## src/rtl/lsu_mem_stage_if.sv

```systemverilog
// Request/response and data-memory bus of the load/store unit.
// The slave modport is the LSU itself. The master modport is its environment,
// which is the execute stage on the request side and the data memory on the
// memory side. It therefore drives mem_rdata.
interface lsu_mem_stage_if #(
   parameter int ADDR_W = 32
);
   logic              req_valid;
   logic              req_ready;
   logic              req_we;
   logic [2:0]        req_funct3;
   logic [ADDR_W-1:0] req_addr;
   logic [31:0]       req_wdata;
   logic              resp_valid;
   logic [31:0]       resp_rdata;
   logic              resp_err;
   logic              mem_re;
   logic              mem_we;
   logic [ADDR_W-1:0] mem_addr;
   logic [31:0]       mem_wdata;
   logic [31:0]       mem_rdata;

   modport slave (
      input  req_valid, req_we, req_funct3, req_addr, req_wdata, mem_rdata,
      output req_ready, resp_valid, resp_rdata, resp_err,
             mem_re, mem_we, mem_addr, mem_wdata
   );

   modport master (
      output req_valid, req_we, req_funct3, req_addr, req_wdata, mem_rdata,
      input  req_ready, resp_valid, resp_rdata, resp_err,
             mem_re, mem_we, mem_addr, mem_wdata
   );
endinterface

```

## src/rtl/lsu_mem_stage.sv

```systemverilog
// Load/store unit in front of a word-addressed 32-bit data memory.
// It handles byte, halfword and word loads and stores, using RISC-V funct3 codes.
// Sub-word stores are done as a read-modify-write.
// Misaligned, out-of-range and illegal requests return an error and never touch memory.
module lsu_mem_stage #(
   parameter int MEM_DEPTH = 64,
   parameter int ADDR_W    = 32
) (
   input logic            clk,
   input logic            reset,
   lsu_mem_stage_if.slave bus
);

   typedef enum logic [2:0] {
      IDLE      = 3'd0,
      LOAD      = 3'd1,
      WRITE     = 3'd2,
      RMW_READ  = 3'd3,
      RMW_WRITE = 3'd4,
      RESP      = 3'd5
   } state_t;

   localparam logic [ADDR_W-3:0] DEPTH_W = (ADDR_W-2)'(MEM_DEPTH);

   state_t            state_q, state_d;
   logic              we_q;
   logic [2:0]        funct3_q;
   logic [ADDR_W-1:0] addr_q;
   logic [31:0]       wdata_q;
   logic [31:0]       merge_q;
   logic [31:0]       resp_rdata_q;
   logic              resp_err_q;

   logic              acc_err;
   logic              ready;
   logic              rd_en;
   logic              wr_en;
   logic              rsp;
   logic [ADDR_W-1:0] word_addr;
   logic [31:0]       wr_word;

   // A request is rejected if funct3 is illegal for its direction, if it is
   // misaligned for its access size, or if its word index falls past the memory.
   function automatic logic req_error(input logic we, input logic [2:0] f3,
                                      input logic [ADDR_W-1:0] addr);
      logic illegal;
      logic misal;
      logic oor;
      if (we) illegal = (f3 > 3'd2);
      else    illegal = (f3 == 3'd3) || (f3 == 3'd6) || (f3 == 3'd7);
      misal = ((f3[1:0] == 2'd1) && addr[0]) ||
              ((f3[1:0] == 2'd2) && (addr[1:0] != 2'd0));
      oor   = (addr[ADDR_W-1:2] >= DEPTH_W);
      return illegal | misal | oor;
   endfunction

   // Select the addressed byte or halfword lane, then sign- or zero-extend it.
   // A word load passes the word through unchanged.
   function automatic logic [31:0] load_extend(input logic [31:0] word,
                                               input logic [2:0]  f3,
                                               input logic [1:0]  lane);
      logic signed [7:0]  b;
      logic signed [15:0] h;
      logic signed [31:0] r;
      b = word[{lane, 3'b000} +: 8];
      h = lane[1] ? word[31:16] : word[15:0];
      case (f3)
         3'd0:    r = b;
         3'd1:    r = h;
         3'd4:    r = {24'd0, b};
         3'd5:    r = {16'd0, h};
         default: r = word;
      endcase
      return r;
   endfunction

   // Replace the addressed byte or halfword of the read-back word with store data.
   function automatic logic [31:0] store_merge(input logic [31:0] word,
                                               input logic [15:0] wd,
                                               input logic        half,
                                               input logic [1:0]  lane);
      logic [31:0] r;
      r = word;
      if (half) begin
         if (lane[1]) r[31:16] = wd;
         else         r[15:0]  = wd;
      end else begin
         r[{lane, 3'b000} +: 8] = wd[7:0];
      end
      return r;
   endfunction

   // State register. An async reset aborts any access in flight, and because the
   // memory strobes decode from this register they drop at once.
   always_ff @(posedge clk or posedge reset) begin
      if (reset) state_q <= IDLE;
      else       state_q <= state_d;
   end

   // Next state and memory/handshake strobes. The strobes are decoded from the
   // current state only.
   always_comb begin
      state_d   = state_q;
      ready     = 1'b0;
      rd_en     = 1'b0;
      wr_en     = 1'b0;
      rsp       = 1'b0;
      word_addr = '0;
      wr_word   = '0;
      acc_err   = req_error(bus.req_we, bus.req_funct3, bus.req_addr);
      case (state_q)
         IDLE: begin
            ready = 1'b1;
            if (bus.req_valid) begin
               if (acc_err)                     state_d = RESP;
               else if (!bus.req_we)            state_d = LOAD;
               else if (bus.req_funct3 == 3'd2) state_d = WRITE;
               else                             state_d = RMW_READ;
            end
         end
         LOAD: begin
            rd_en     = 1'b1;
            word_addr = {2'b00, addr_q[ADDR_W-1:2]};
            state_d   = RESP;
         end
         WRITE: begin
            wr_en     = 1'b1;
            word_addr = {2'b00, addr_q[ADDR_W-1:2]};
            wr_word   = wdata_q;
            state_d   = RESP;
         end
         RMW_READ: begin
            rd_en     = 1'b1;
            word_addr = {2'b00, addr_q[ADDR_W-1:2]};
            state_d   = RMW_WRITE;
         end
         RMW_WRITE: begin
            wr_en     = 1'b1;
            word_addr = {2'b00, addr_q[ADDR_W-1:2]};
            wr_word   = store_merge(merge_q, wdata_q[15:0], funct3_q[0], addr_q[1:0]);
            state_d   = RESP;
         end
         RESP: begin
            rsp     = 1'b1;
            state_d = IDLE;
         end
         default: state_d = IDLE;
      endcase
   end

   // Capture the request, the read-back word used by the merge, and the response.
   // The response registers change only on entry to RESP, so they hold between pulses.
   always_ff @(posedge clk or posedge reset) begin
      if (reset) begin
         we_q         <= 1'b0;
         funct3_q     <= '0;
         addr_q       <= '0;
         wdata_q      <= '0;
         merge_q      <= '0;
         resp_rdata_q <= '0;
         resp_err_q   <= 1'b0;
      end else begin
         if (state_q == IDLE && bus.req_valid) begin
            we_q     <= bus.req_we;
            funct3_q <= bus.req_funct3;
            addr_q   <= bus.req_addr;
            wdata_q  <= bus.req_wdata;
         end
         if (state_q == RMW_READ) merge_q <= bus.mem_rdata;
         if (state_d == RESP) begin
            resp_err_q   <= (state_q == IDLE) ? acc_err : 1'b0;
            resp_rdata_q <= (state_q == LOAD && !we_q)
                            ? load_extend(bus.mem_rdata, funct3_q, addr_q[1:0]) : '0;
         end
      end
   end

   assign bus.req_ready  = ready;
   assign bus.resp_valid = rsp;
   assign bus.resp_rdata = resp_rdata_q;
   assign bus.resp_err   = resp_err_q;
   assign bus.mem_re     = rd_en;
   assign bus.mem_we     = wr_en;
   assign bus.mem_addr   = word_addr;
   assign bus.mem_wdata  = wr_word;

endmodule

```

## src/flat_wrapper.sv

```systemverilog
// flat-port wrapper written by rule: the top's interface ports become plain ports
module lsu_mem_stage_flat 
#(
   parameter int MEM_DEPTH = 64,
   parameter int ADDR_W    = 32
)
  (clk, reset, bus_req_valid, bus_req_we, bus_req_funct3, bus_req_addr, bus_req_wdata, bus_mem_rdata, bus_req_ready, bus_resp_valid, bus_resp_rdata, bus_resp_err, bus_mem_re, bus_mem_we, bus_mem_addr, bus_mem_wdata);
  lsu_mem_stage_if #(.ADDR_W(ADDR_W)) bus_i ();
  input logic clk;
  input logic reset;
  input wire logic [$bits(bus_i.req_valid)-1:0] bus_req_valid;
  input wire logic [$bits(bus_i.req_we)-1:0] bus_req_we;
  input wire logic [$bits(bus_i.req_funct3)-1:0] bus_req_funct3;
  input wire logic [$bits(bus_i.req_addr)-1:0] bus_req_addr;
  input wire logic [$bits(bus_i.req_wdata)-1:0] bus_req_wdata;
  input wire logic [$bits(bus_i.mem_rdata)-1:0] bus_mem_rdata;
  output wire logic [$bits(bus_i.req_ready)-1:0] bus_req_ready;
  output wire logic [$bits(bus_i.resp_valid)-1:0] bus_resp_valid;
  output wire logic [$bits(bus_i.resp_rdata)-1:0] bus_resp_rdata;
  output wire logic [$bits(bus_i.resp_err)-1:0] bus_resp_err;
  output wire logic [$bits(bus_i.mem_re)-1:0] bus_mem_re;
  output wire logic [$bits(bus_i.mem_we)-1:0] bus_mem_we;
  output wire logic [$bits(bus_i.mem_addr)-1:0] bus_mem_addr;
  output wire logic [$bits(bus_i.mem_wdata)-1:0] bus_mem_wdata;
  assign bus_i.req_valid = bus_req_valid;
  assign bus_i.req_we = bus_req_we;
  assign bus_i.req_funct3 = bus_req_funct3;
  assign bus_i.req_addr = bus_req_addr;
  assign bus_i.req_wdata = bus_req_wdata;
  assign bus_i.mem_rdata = bus_mem_rdata;
  assign bus_req_ready = bus_i.req_ready;
  assign bus_resp_valid = bus_i.resp_valid;
  assign bus_resp_rdata = bus_i.resp_rdata;
  assign bus_resp_err = bus_i.resp_err;
  assign bus_mem_re = bus_i.mem_re;
  assign bus_mem_we = bus_i.mem_we;
  assign bus_mem_addr = bus_i.mem_addr;
  assign bus_mem_wdata = bus_i.mem_wdata;
  lsu_mem_stage #(.MEM_DEPTH(MEM_DEPTH), .ADDR_W(ADDR_W)) u_core (.clk(clk), .reset(reset), .bus(bus_i));
endmodule
```

## config.mk

```make
export PLATFORM = sky130hd
export DESIGN_NAME = lsu_mem_stage_flat
export DESIGN_NICKNAME = d
export VERILOG_FILES = /design/src/rtl/lsu_mem_stage_if.sv /design/src/rtl/lsu_mem_stage.sv /design/src/flat_wrapper.sv
export SDC_FILE = /design/constraint.sdc
export NUM_CORES = 1
export LEC_CHECK = 0
export CAP_MARGIN = 5
export CORE_MARGIN = 2
export CORE_UTILIZATION = 48
export CTS_CLUSTER_SIZE = 40
export DETAILED_ROUTE_END_ITERATION = 7
export PLACE_DENSITY = 0.81
export SETUP_SLACK_MARGIN = 0.5
export SLEW_MARGIN = 20
export SYNTH_ARGS = -nofsm -noshare
export SYNTH_HDL_FRONTEND = slang
export SYNTH_SLANG_ARGS = --single-unit
```

## constraint.sdc

```tcl
create_clock -name clk -period 5.64 [get_ports clk]
set_input_delay 0.564 -clock clk [delete_from_list [all_inputs] [get_ports clk]]
set_output_delay 0.564 -clock clk [all_outputs]
set_load 0.01 [all_outputs]
```

==> impl_metrics.json <==
{
  "crit_path_end_kind": "output pin",
  "drc": 0,
  "postSynthAreaPerCell_sq_um": 9.181,
  "setup_slack_ps": 1493,
  "cts_root_buf": "clkbuf_16",
  "drtIter0Drc": 546,
  "synth_top_area_share_pct": 49.83,
  "synthesis.area_sq_mm": 0.006830,
  "grt_pass1_wl_um": 32470,
  "die_w_um": 123.3,
  "async_reset_ff_share_pct": 100.0,
  "clock_skew_ps": 8.078,
  "highest_layer": "met4",
  "final_area_sq_mm": 0.009588,
  "max_freq_mhz": 241.2,
  "yosys.area.top_type": "dfrtp_1",
  "die_area_sq_mm": 0.01520,
  "synthTopCellsByCount": "252 x nand2_1, 136 x dfrtp_1, 34 x mux2_2, 33 x and2_1, 31 x o21ai_0",
  "path_clk_slew_ps": 50,
  "worstPathCellList": "inv_1 -> ha_1 -> nor4_2 -> a221oi_1 -> a21oi_1 -> a22o_1 -> clkdlybuf4s50_1",
  "synthMuxAreaShare_pct": 8.390,
  "cts_tree": "built",
  "numCtsBuffers": 17,
  "ant_nets": 0,
  "clock-sinks": 136,
  "syn_to_final_growth_pct": 40.37,
  "grt_overflow_total": 0,
  "wl_met2_um": 9869,
  "synth_xor_area_share_pct": 0.2565,
  "synth_most_common_cell": "nand2_1",
  "drive_above_1_share_pct": 8.965,
  "die-height_um": 123.3,
  "fin_tns_setup_ps": 0,
  "period_share_pct": 73.52,
  "p_leak_nw": 4.282,
  "synth-edff-count": 0,
  "critPathMaxStageDelay_ps": 780,
  "hold_class": "reg2reg",
  "clk_latency_ps": 410,
  "cts_hold_buf": 0,
  "cap_viol_max_count": 0,
  "grt_max_degree": 73,
  "synthFlopType": "dfrtp_1",
  "ys_ff_latch": 136,
  "cts_buffer_depth": 2,
  "cts_max_level": 4,
  "hpwlAfterDp_um": 14690,
  "placed_cell_area_sq_mm": 0.008944,
  "postCtsSetupBuffers": 0,
  "crit_path_max_fanout": 26,
  "post-route-min-period_ps": 4147,
  "cp.arrival_ps": 3580,
  "rows": 43,
  "pin_count": 204,
  "tightestPinTransition_ps": 1015,
  "wl_um": 20610,
  "peakVddDrop_v": 0.0002862,
  "via_count": 6296,
  "synthAdderAreaFrac_pct": 0.9159,
  "powerDensity_mw_per_mm2": 523.1,
  "synth_compound_area_share_pct": 15.81,
  "hold_viol": 0,
  "crit_slowest_cell": "dfrtp_2",
  "via_per_inst": 5.637,
  "diodes": 0,
  "port_buffers": 201,
  "outcome": "completed",
  "crit_required_ps": 5080,
  "setup_viol": 0,
  "netlist_instances": 744,
  "path_class": "reg2out",
  "finalPower_mw": 5.016,
  "yosys_warnings": 0,
  "dp_slack_ps": 1544,
  "drv_slew": 0,
  "grt_pass1_vias": 6221,
  "hold_ws_ps": 463.1,
  "ys_types": 50,
  "grtUsageTotal_pct": 27.90,
  "gp_congestion": 0.9190,
  "met1_length_um": 8218,
  "startpoint_type": "flop",
  "antenna_found_initial": 0,
  "initial_core_util_pct": 49.21,
  "synth_top_family_by_area": "simple AND/OR/NAND/NOR gates",
  "post_cts_resized": 0,
  "dr_wl_met3_um": 1831,
  "slew_headroom_pct": 32.11,
  "yosysSeqAreaShare_pct": 49.83,
  "wl_per_cell_um": 18.45,
  "yosys-top-cells-area": "dfrtp_1 50%, nand2_1 14%, mux2_2 5.6%",
  "core_sq_mm": 0.01388,
  "yosys.area_share.simple_pct": 21.29,
  "drt_first_pass_iters": 8,
  "rsz0062_at_grt": "no",
  "fin_nets": 1032
}
critical path, delay by kind of cell (launching register included):
kind	cells	cell delay, ps
DFF	1	780
AOI/OAI and AO/OA	3	520
and+or+nand+nor	1	690
adders and majority gates	1	310
buffers and inverters	2	860
per-layer routing:
metal,track usage [%],vias to the layer above
met5,0,-
met4,11.79,0
met3,7.011,59
met2,45.54,302
met1,35.32,3009
li1,-,2926
kinds of logic (layout without fill, tap and decap cells):
group,Yosys count,in the layout
and+or+nand+nor,335,335
AOI/OAI and AO/OA,157,157
DFF,136,136
buffers and inverters,55,247
muxes,53,53
adders and majority gates,5,5
xor gates and xnor gates,2,2
other,1,2
layout by cell type (no fill, tap or decap), drive strengths merged, types with 4 or more instances in the layout:
cell / Yosys / routed
nor2b: 6 / 6
inv: 6 / 6
nor2: 16 / 16
a21o: 10 / 10
a22oi: 17 / 17
dfrtp: 136 / 136
clkdlybuf4s50: 0 / 201
a222oi: 6 / 6
clkbuf: 29 / 25
mux2: 34 / 34
nor3: 4 / 4
nand2: 253 / 253
a21oi: 27 / 27
ha: 5 / 5
and2: 33 / 33
nor4: 8 / 8
a22o: 18 / 18
mux2i: 19 / 19
a221oi: 8 / 8
bufinv: 0 / 4
o2bb2ai: 7 / 7
o221ai: 7 / 7
buf: 19 / 7
o21ai: 42 / 42
o22ai: 10 / 10
final timing paths:
check,slack [ps],start,depth (start not counted),endpoint
setup / recovery,1490,u_core.addr_q[1]$_DFFE_PP0P_,7,bus_mem_wdata[29]
hold reg to reg,460,u_core.addr_q[5]$_DFFE_PP0P_,2,u_core.addr_q[5]$_DFFE_PP0P_
hold / removal,460,u_core.addr_q[5]$_DFFE_PP0P_,2,u_core.addr_q[5]$_DFFE_PP0P_
min in group asynchronous,490,reset,2,u_core.addr_q[2]$_DFFE_PP0P_
setup reg to reg,2680,u_core.funct3_q[0]$_DFFE_PP0P_,5,u_core.bus.resp_rdata[26]$_DFFE_PP0N_
max in group asynchronous,3900,reset,3,u_core.addr_q[1]$_DFFE_PP0P_
power by group:
group          switching [mW]  internal (mW)  total (mW)
Clock                   0.396          0.798        1.19
Sequential              0.332           1.30        1.63
Combinational            1.14           1.06        2.19
Total                    1.86           3.15        5.02
per-stage QoR:
step,util (%),cells
after floorplan,-,745
after global placement,64.35,1085
after detailed placement,64.43,1085
after CTS,69.06,1117
after global routing,69.07,1117
final,69.07,1117
area by class of cell:
cell class | count | area [sq um]
fillers | 1122 | 4293
flip-flops and latches | 136 | 3405
multi-input cells | 554 | 3222
repair buffers | 208 | 2064
clock buffers | 25 | 505.5
well taps | 180 | 225.2
clock inverters | 7 | 137.6
inverters | 7 | 28.78
sequential cells by signal (all words and copies together) (netlist names):
register / cells
u_core.addr_q: 32
u_core.bus.resp_rdata: 32
u_core.merge_q: 32
u_core.wdata_q: 32
u_core.funct3_q: 3
u_core.state_q: 3
u_core.bus.resp_err: 1
u_core.we_q: 1
Power figures use the tool's default switching activity.
